File: src/rtl/dot_product_accumulator.sv
// Dot-product engine: two skew FIFOs, a registered multiply stage and an accumulate/result stage.
// Optional build macro DOT_PRODUCT_SATURATE_EN makes the accumulator add saturate instead of wrap.

module dot_product_skew_fifo #(
  parameter int WIDTH = 32,
  parameter int DEPTH = 4
) (
  input  logic             clk,
  input  logic             reset,
  input  logic             push,
  input  logic [WIDTH-1:0] push_data,
  input  logic             pop,
  output logic [WIDTH-1:0] head,
  output logic             empty,
  output logic             ovf
);
  localparam int AW = $clog2(DEPTH);
  localparam int CW = AW + 1;

  logic [WIDTH-1:0] mem [DEPTH];
  logic [AW-1:0]    wr_ptr;
  logic [AW-1:0]    rd_ptr;
  logic [CW-1:0]    count;
  logic             full;
  logic             push_ok;

  assign full  = (count == CW'(DEPTH));
  assign empty = (count == '0);
  assign head  = mem[rd_ptr];

  // A same-cycle pop frees the slot, so a push on full is only dropped without one.
  assign push_ok = push && (!full || pop);

  // NOTE: the storage array carries no reset; only pointers and count define
  // which entries are live, so clearing the data would buy nothing.
  always_ff @(posedge clk) begin
    if (push_ok) mem[wr_ptr] <= push_data;
  end

  // NOTE: sequential state uses non-blocking assignments so every register
  // samples pre-edge values regardless of statement order.
  always_ff @(posedge clk) begin
    if (reset) begin
      wr_ptr <= '0;
      rd_ptr <= '0;
      count  <= '0;
      ovf    <= 1'b0;
    end else begin
      if (push_ok) wr_ptr <= wr_ptr + AW'(1);
      if (pop)     rd_ptr <= rd_ptr + AW'(1);
      if (push_ok && !pop)      count <= count + CW'(1);
      else if (!push_ok && pop) count <= count - CW'(1);
      if (push && full && !pop) ovf <= 1'b1;
    end
  end
endmodule

module dot_product_accumulator #(
  parameter int DATA_WIDTH = 32,
  parameter int VECTOR_LEN = 8,
  parameter int ACC_WIDTH  = 64,
  parameter int FIFO_DEPTH = 4
) (
  input  logic                  clk,
  input  logic                  reset,
  input  logic                  a_valid_i,
  input  logic [DATA_WIDTH-1:0] a_data_i,
  input  logic                  b_valid_i,
  input  logic [DATA_WIDTH-1:0] b_data_i,
  output logic [ACC_WIDTH-1:0]  result_o,
  output logic                  result_valid_o,
  input  logic                  result_ready_i,
  output logic                  a_ovf_o,
  output logic                  b_ovf_o,
  output logic                  busy_o
);
  localparam int PROD_WIDTH = 2 * DATA_WIDTH;
  localparam int CNT_WIDTH  = $clog2(VECTOR_LEN);

  logic                         a_empty;
  logic                         b_empty;
  logic [DATA_WIDTH-1:0]        a_head;
  logic [DATA_WIDTH-1:0]        b_head;
  logic                         stall;
  logic                         pop;
  logic                         fire;

  logic [CNT_WIDTH-1:0]         elem_cnt;
  logic                         cnt_last;
  logic signed [PROD_WIDTH-1:0] prod_c;
  logic signed [PROD_WIDTH-1:0] p_prod;
  logic                         p_valid;
  logic                         p_last;

  logic                         mid;
  logic signed [ACC_WIDTH-1:0]  acc;
  logic signed [ACC_WIDTH-1:0]  prod_ext;
  logic signed [ACC_WIDTH-1:0]  acc_base;
  logic signed [ACC_WIDTH-1:0]  acc_sum;
  logic signed [ACC_WIDTH-1:0]  acc_next;

  dot_product_skew_fifo #(.WIDTH(DATA_WIDTH), .DEPTH(FIFO_DEPTH)) u_a_fifo (
    .clk       (clk),
    .reset     (reset),
    .push      (a_valid_i),
    .push_data (a_data_i),
    .pop       (pop),
    .head      (a_head),
    .empty     (a_empty),
    .ovf       (a_ovf_o)
  );

  dot_product_skew_fifo #(.WIDTH(DATA_WIDTH), .DEPTH(FIFO_DEPTH)) u_b_fifo (
    .clk       (clk),
    .reset     (reset),
    .push      (b_valid_i),
    .push_data (b_data_i),
    .pop       (pop),
    .head      (b_head),
    .empty     (b_empty),
    .ovf       (b_ovf_o)
  );

  // Only a finished sum waiting on an unaccepted result blocks the pipeline.
  assign stall    = p_valid && p_last && result_valid_o && !result_ready_i;
  assign pop      = !a_empty && !b_empty && !stall;
  assign fire     = p_valid && !stall;
  assign cnt_last = (elem_cnt == CNT_WIDTH'(VECTOR_LEN - 1));

  assign prod_c   = PROD_WIDTH'($signed(a_head)) * PROD_WIDTH'($signed(b_head));
  assign prod_ext = ACC_WIDTH'(p_prod);

  assign busy_o   = !a_empty || !b_empty || p_valid || mid;

  // NOTE: every combinational output gets a default before any conditional
  // override, so no path leaves it unassigned and no latch is inferred.
  always_comb begin
    acc_base = mid ? acc : '0;
    acc_sum  = acc_base + prod_ext;
    acc_next = acc_sum;
`ifdef DOT_PRODUCT_SATURATE_EN
    // Like-signed operands producing an opposite-signed sum is a signed overflow.
    if ((acc_base[ACC_WIDTH-1] == prod_ext[ACC_WIDTH-1]) &&
        (acc_sum[ACC_WIDTH-1] != acc_base[ACC_WIDTH-1])) begin
      acc_next = acc_base[ACC_WIDTH-1] ? {1'b1, {(ACC_WIDTH-1){1'b0}}}
                                       : {1'b0, {(ACC_WIDTH-1){1'b1}}};
    end
`endif
  end

  always_ff @(posedge clk) begin
    if (reset) begin
      elem_cnt <= '0;
      p_valid  <= 1'b0;
      p_last   <= 1'b0;
      p_prod   <= '0;
    end else if (!stall) begin
      p_valid <= pop;
      if (pop) begin
        p_prod   <= prod_c;
        p_last   <= cnt_last;
        elem_cnt <= cnt_last ? '0 : elem_cnt + CNT_WIDTH'(1);
      end
    end
  end

  always_ff @(posedge clk) begin
    if (reset) begin
      mid            <= 1'b0;
      acc            <= '0;
      result_o       <= '0;
      result_valid_o <= 1'b0;
    end else begin
      if (fire) begin
        acc <= acc_next;
        mid <= !p_last;
      end
      // A new sum loading on the accept edge keeps valid high with fresh data.
      if (fire && p_last) begin
        result_o       <= acc_next;
        result_valid_o <= 1'b1;
      end else if (result_valid_o && result_ready_i) begin
        result_valid_o <= 1'b0;
      end
    end
  end
endmodule

File: config.mk
export PLATFORM = sky130hd
export DESIGN_NAME = dot_product_accumulator
export DESIGN_NICKNAME = d
export VERILOG_FILES = /design/src/rtl/dot_product_accumulator.sv
export SDC_FILE = /design/constraint.sdc
export NUM_CORES = 2
export LEC_CHECK = 0
export BUFFER_PORTS_ARGS = -buffer_cell sky130_fd_sc_hd__buf_2
export CAP_MARGIN = 20
export CORE_UTILIZATION = 29
export CTS_CLUSTER_SIZE = 28
export DETAILED_ROUTE_END_ITERATION = 8
export HOLD_SLACK_MARGIN = 0.05
export PLACE_DENSITY_LB_ADDON = 0.1
export SYNTH_ARGS = -nofsm -noshare
export SYNTH_HDL_FRONTEND = slang
export SYNTH_SLANG_ARGS = --single-unit
File: constraint.sdc
create_clock -name clk -period 8.97 [get_ports clk]
set_input_delay 0.897 -clock clk [delete_from_list [all_inputs] [get_ports clk]]
set_output_delay 0.897 -clock clk [all_outputs]
set_load 0.02 [all_outputs]
==> flow_summary_export.csv <==
group,metric,value,unit
place,gp_congestion,0.870,
sta,worstMarginPinSlew,1.07,ns
place,numPortBuffers,136,
clock_tree,root_buffer,"clkbuf_16",
flow_run,max_cap_violations,0,
worst_setup_path,critPathRequiredTime,9.53,ns
sta,setup_viol,0,
synthesis,yosysTopAreaCell,"fa_1",
detailed_routing,firstDrtPassIters,5,
worst_setup_path,cp_slowest_stage_delay,0.58,ns
synthesis,synth_edf_count,256,
die,die_y,445,um
grt,grt_pass1_wl,300000,um
grt,grtUsageTotal,20.5,%
worst_setup_path,worstSetupPathType,"reg -> reg",
worst_setup_path,cp_max_fo,12,
sta,fin_crit,8.71,ns
finish,drive_gt1_share,10.9,%
grt,grt_pass1_vias,46000,
sta,drv_slew,0,
synthesis,synth_area_per_cell,9.52,um2
clock_tree,cts.sinks,475,
worst_setup_path,cp_top_family,"adder cells",
synthesis,synth.most_common_cell,"fa_1",
grt,overflow,0,
synthesis,seq_area_frac_synth,21.2,%
synthesis,syn-cell-area,56900,um2
grt,grt_max_degree,168,
sta,fin_crit_sh,97.1,%
finish,fin_nets,7579,
clock_tree,clock_latency,0.68,ns
place,dp_hpwl,159000,um
synthesis,synth-seq-cells,475,
worst_setup_path,cpMaxStageDelayCell,"fa_1",
detailed_routing,routed_via_density,4.75,
clock_tree,cts_tree,"done",
synthesis,yosys-top-cells-area,"fa_1 (38%), edfxtp_1 (14%), dfxtp_1 (7.7%), inv_1 (6.6%), nand2_1 (5.8%)",
detailed_routing,ant_nets,0,
synthesis,synth_commonest_cells,"fa_1 (1085), inv_1 (994), nand2_1 (879)",
die,rows,162,
worst_setup_path,critPathCaptureType,"flip-flop",
clock_tree,clockBufferDepth,3,
die,die_x,445,um
grt,antenna_found_initial,9,
sta,holdWs,0.428,ns
worst_setup_path,critPathBufInv,8,
die,io_pins,137,
synthesis,async_flop_share,0,%
sta,rsz0062_at_grt,"no",
clock_tree,numCtsBuffers,61,
worst_setup_path,cp-start-kind,"flip-flop",
worst_hold_path,hold_path.class,"in -> reg",
synthesis,synth_top_area_share,38.2,%
run_status,status,"finished, final reports clean",
worst_setup_path,arrival,9.27,ns
synthesis,yosys_warnings,0,
sta,timing.fmax,0.115,GHz
synthesis,syn-num-nets,7386,
synthesis,ys.flop_type,"edfxtp_1",
clock_tree,ctsHoldBuffers,0,
detailed_routing,drt-initial-drc-count,2341,
detailed_routing,wl,198000,um
synthesis,synth_cells,5973,
detailed_routing,drc,0,
sta,hold_violations,0,
worst_setup_path,crit_top_cell,"fa_1",
clock_tree,clk_pin_slew_worst_paths,0.06,ns
worst_hold_path,hp-start,"b_data_i[22]",
die,dieArea,198000,um2
finish,area_delta_synth_final,14.3,%
detailed_routing,vias,42000,
die,start_util,29.2,%
detailed_routing,wl_per_cell,22.4,um
synthesis,synth_cell_types,78,
clock_tree,htree_num_levels,2,
sta,skew,0.0241,ns
sta,slew_headroom,28.9,%
die,core_area,195000,um2
path summary, 6_finish.rpt:
check	depth (start not counted)	slack, ns	end
worst max-delay path	29	0.26	p_prod[58]$_SDFFE_PP0P_
worst min-delay path	1	0.43	u_b_fifo.mem[3][22]$_DFFE_PP_
worst max register to register	29	0.26	p_prod[58]$_SDFFE_PP0P_
worst min register to register	2	0.45	result_o[10]$_SDFFE_PP0P_
layer usage:
metal	wire length, um	vias up	global-route usage [%]
met5	40	-	0
met4	5420	6	5.53
met3	7900	206	2.25
met2	99400	847	36.2
met1	85200	21900	26.3
li1	-	19100	-
logic make-up after synthesis:
logic type,share of synthesized area (%)
AO/OA/AOI/OAI,8.25
XOR/XNOR,1.77
adder cells (fa/ha/maj),43.9
buffers and inverters,8.57
flip-flops,21.2
multiplexers,2.57
AND/OR/NAND/NOR,13.7
registers in the layout, indices dropped and copies added (netlist names), named ones only:
| register | cells |
|---|---|
| u_a_fifo.mem | 128 |
| u_b_fifo.mem | 128 |
| acc | 64 |
| p_prod | 64 |
| result_o | 64 |
| elem_cnt | 3 |
| u_a_fifo.count | 3 |
| u_b_fifo.count | 3 |
| u_a_fifo.rd_ptr | 2 |
| u_a_fifo.wr_ptr | 2 |
| u_b_fifo.rd_ptr | 2 |
| u_b_fifo.wr_ptr | 2 |
| mid | 1 |
| p_last | 1 |
| p_valid | 1 |
| result_valid_o | 1 |
| u_a_fifo.ovf | 1 |
| u_b_fifo.ovf | 1 |
what timing repair did:
action	CTS	global route
resized for setup	4	37
setup endpoints to repair	4	20
buffers inserted	0	10
pin swaps	0	6
cloned	0	1
layout make-up:
type | count | area [um2]
inverters | 995 | 3740
clock inverters | 38 | 412
multi-input cells | 4201 | 40100
diodes | 3 | 7.51
well taps | 2624 | 3280
fillers | 20300 | 130000
flip-flops and latches | 475 | 12100
clock buffers | 76 | 1660
repair buffers | 432 | 3690
placed cells by master, fill, tap and decap left out, types with 64 or more instances in the layout:
master    instances
a21oi_1         288
buf_2           135
ha_1            258
and2_1           93
inv_1           991
nand2_1         878
nand3_1          64
fa_1           1081
buf_4           226
edfxtp_1        256
xnor2_1          85
o21ai_0          97
nor2_1          626
a21o_1           76
dfxtp_1         214
mux2i_1          65
stage by stage:
step	instance area, um2	setup WS (ns)	std cells	util (%)	setup TNS [ns]
2_1_floorplan	56900	0.113	5973	-	0
3_3_place_gp	62700	-0.0193	8715	32.2	-0.0198
3_5_place_dp	62700	-0.0830	8716	32.2	-0.185
4_1_cts	64800	0.00860	8830	33.3	0
5_1_grt	65000	0.00486	8842	33.4	0
6_report	65000	0.260	8844	33.4	0
Power is not shown: default switching activity piles up to over one toggle a cycle in this logic, so the estimate is an artifact.
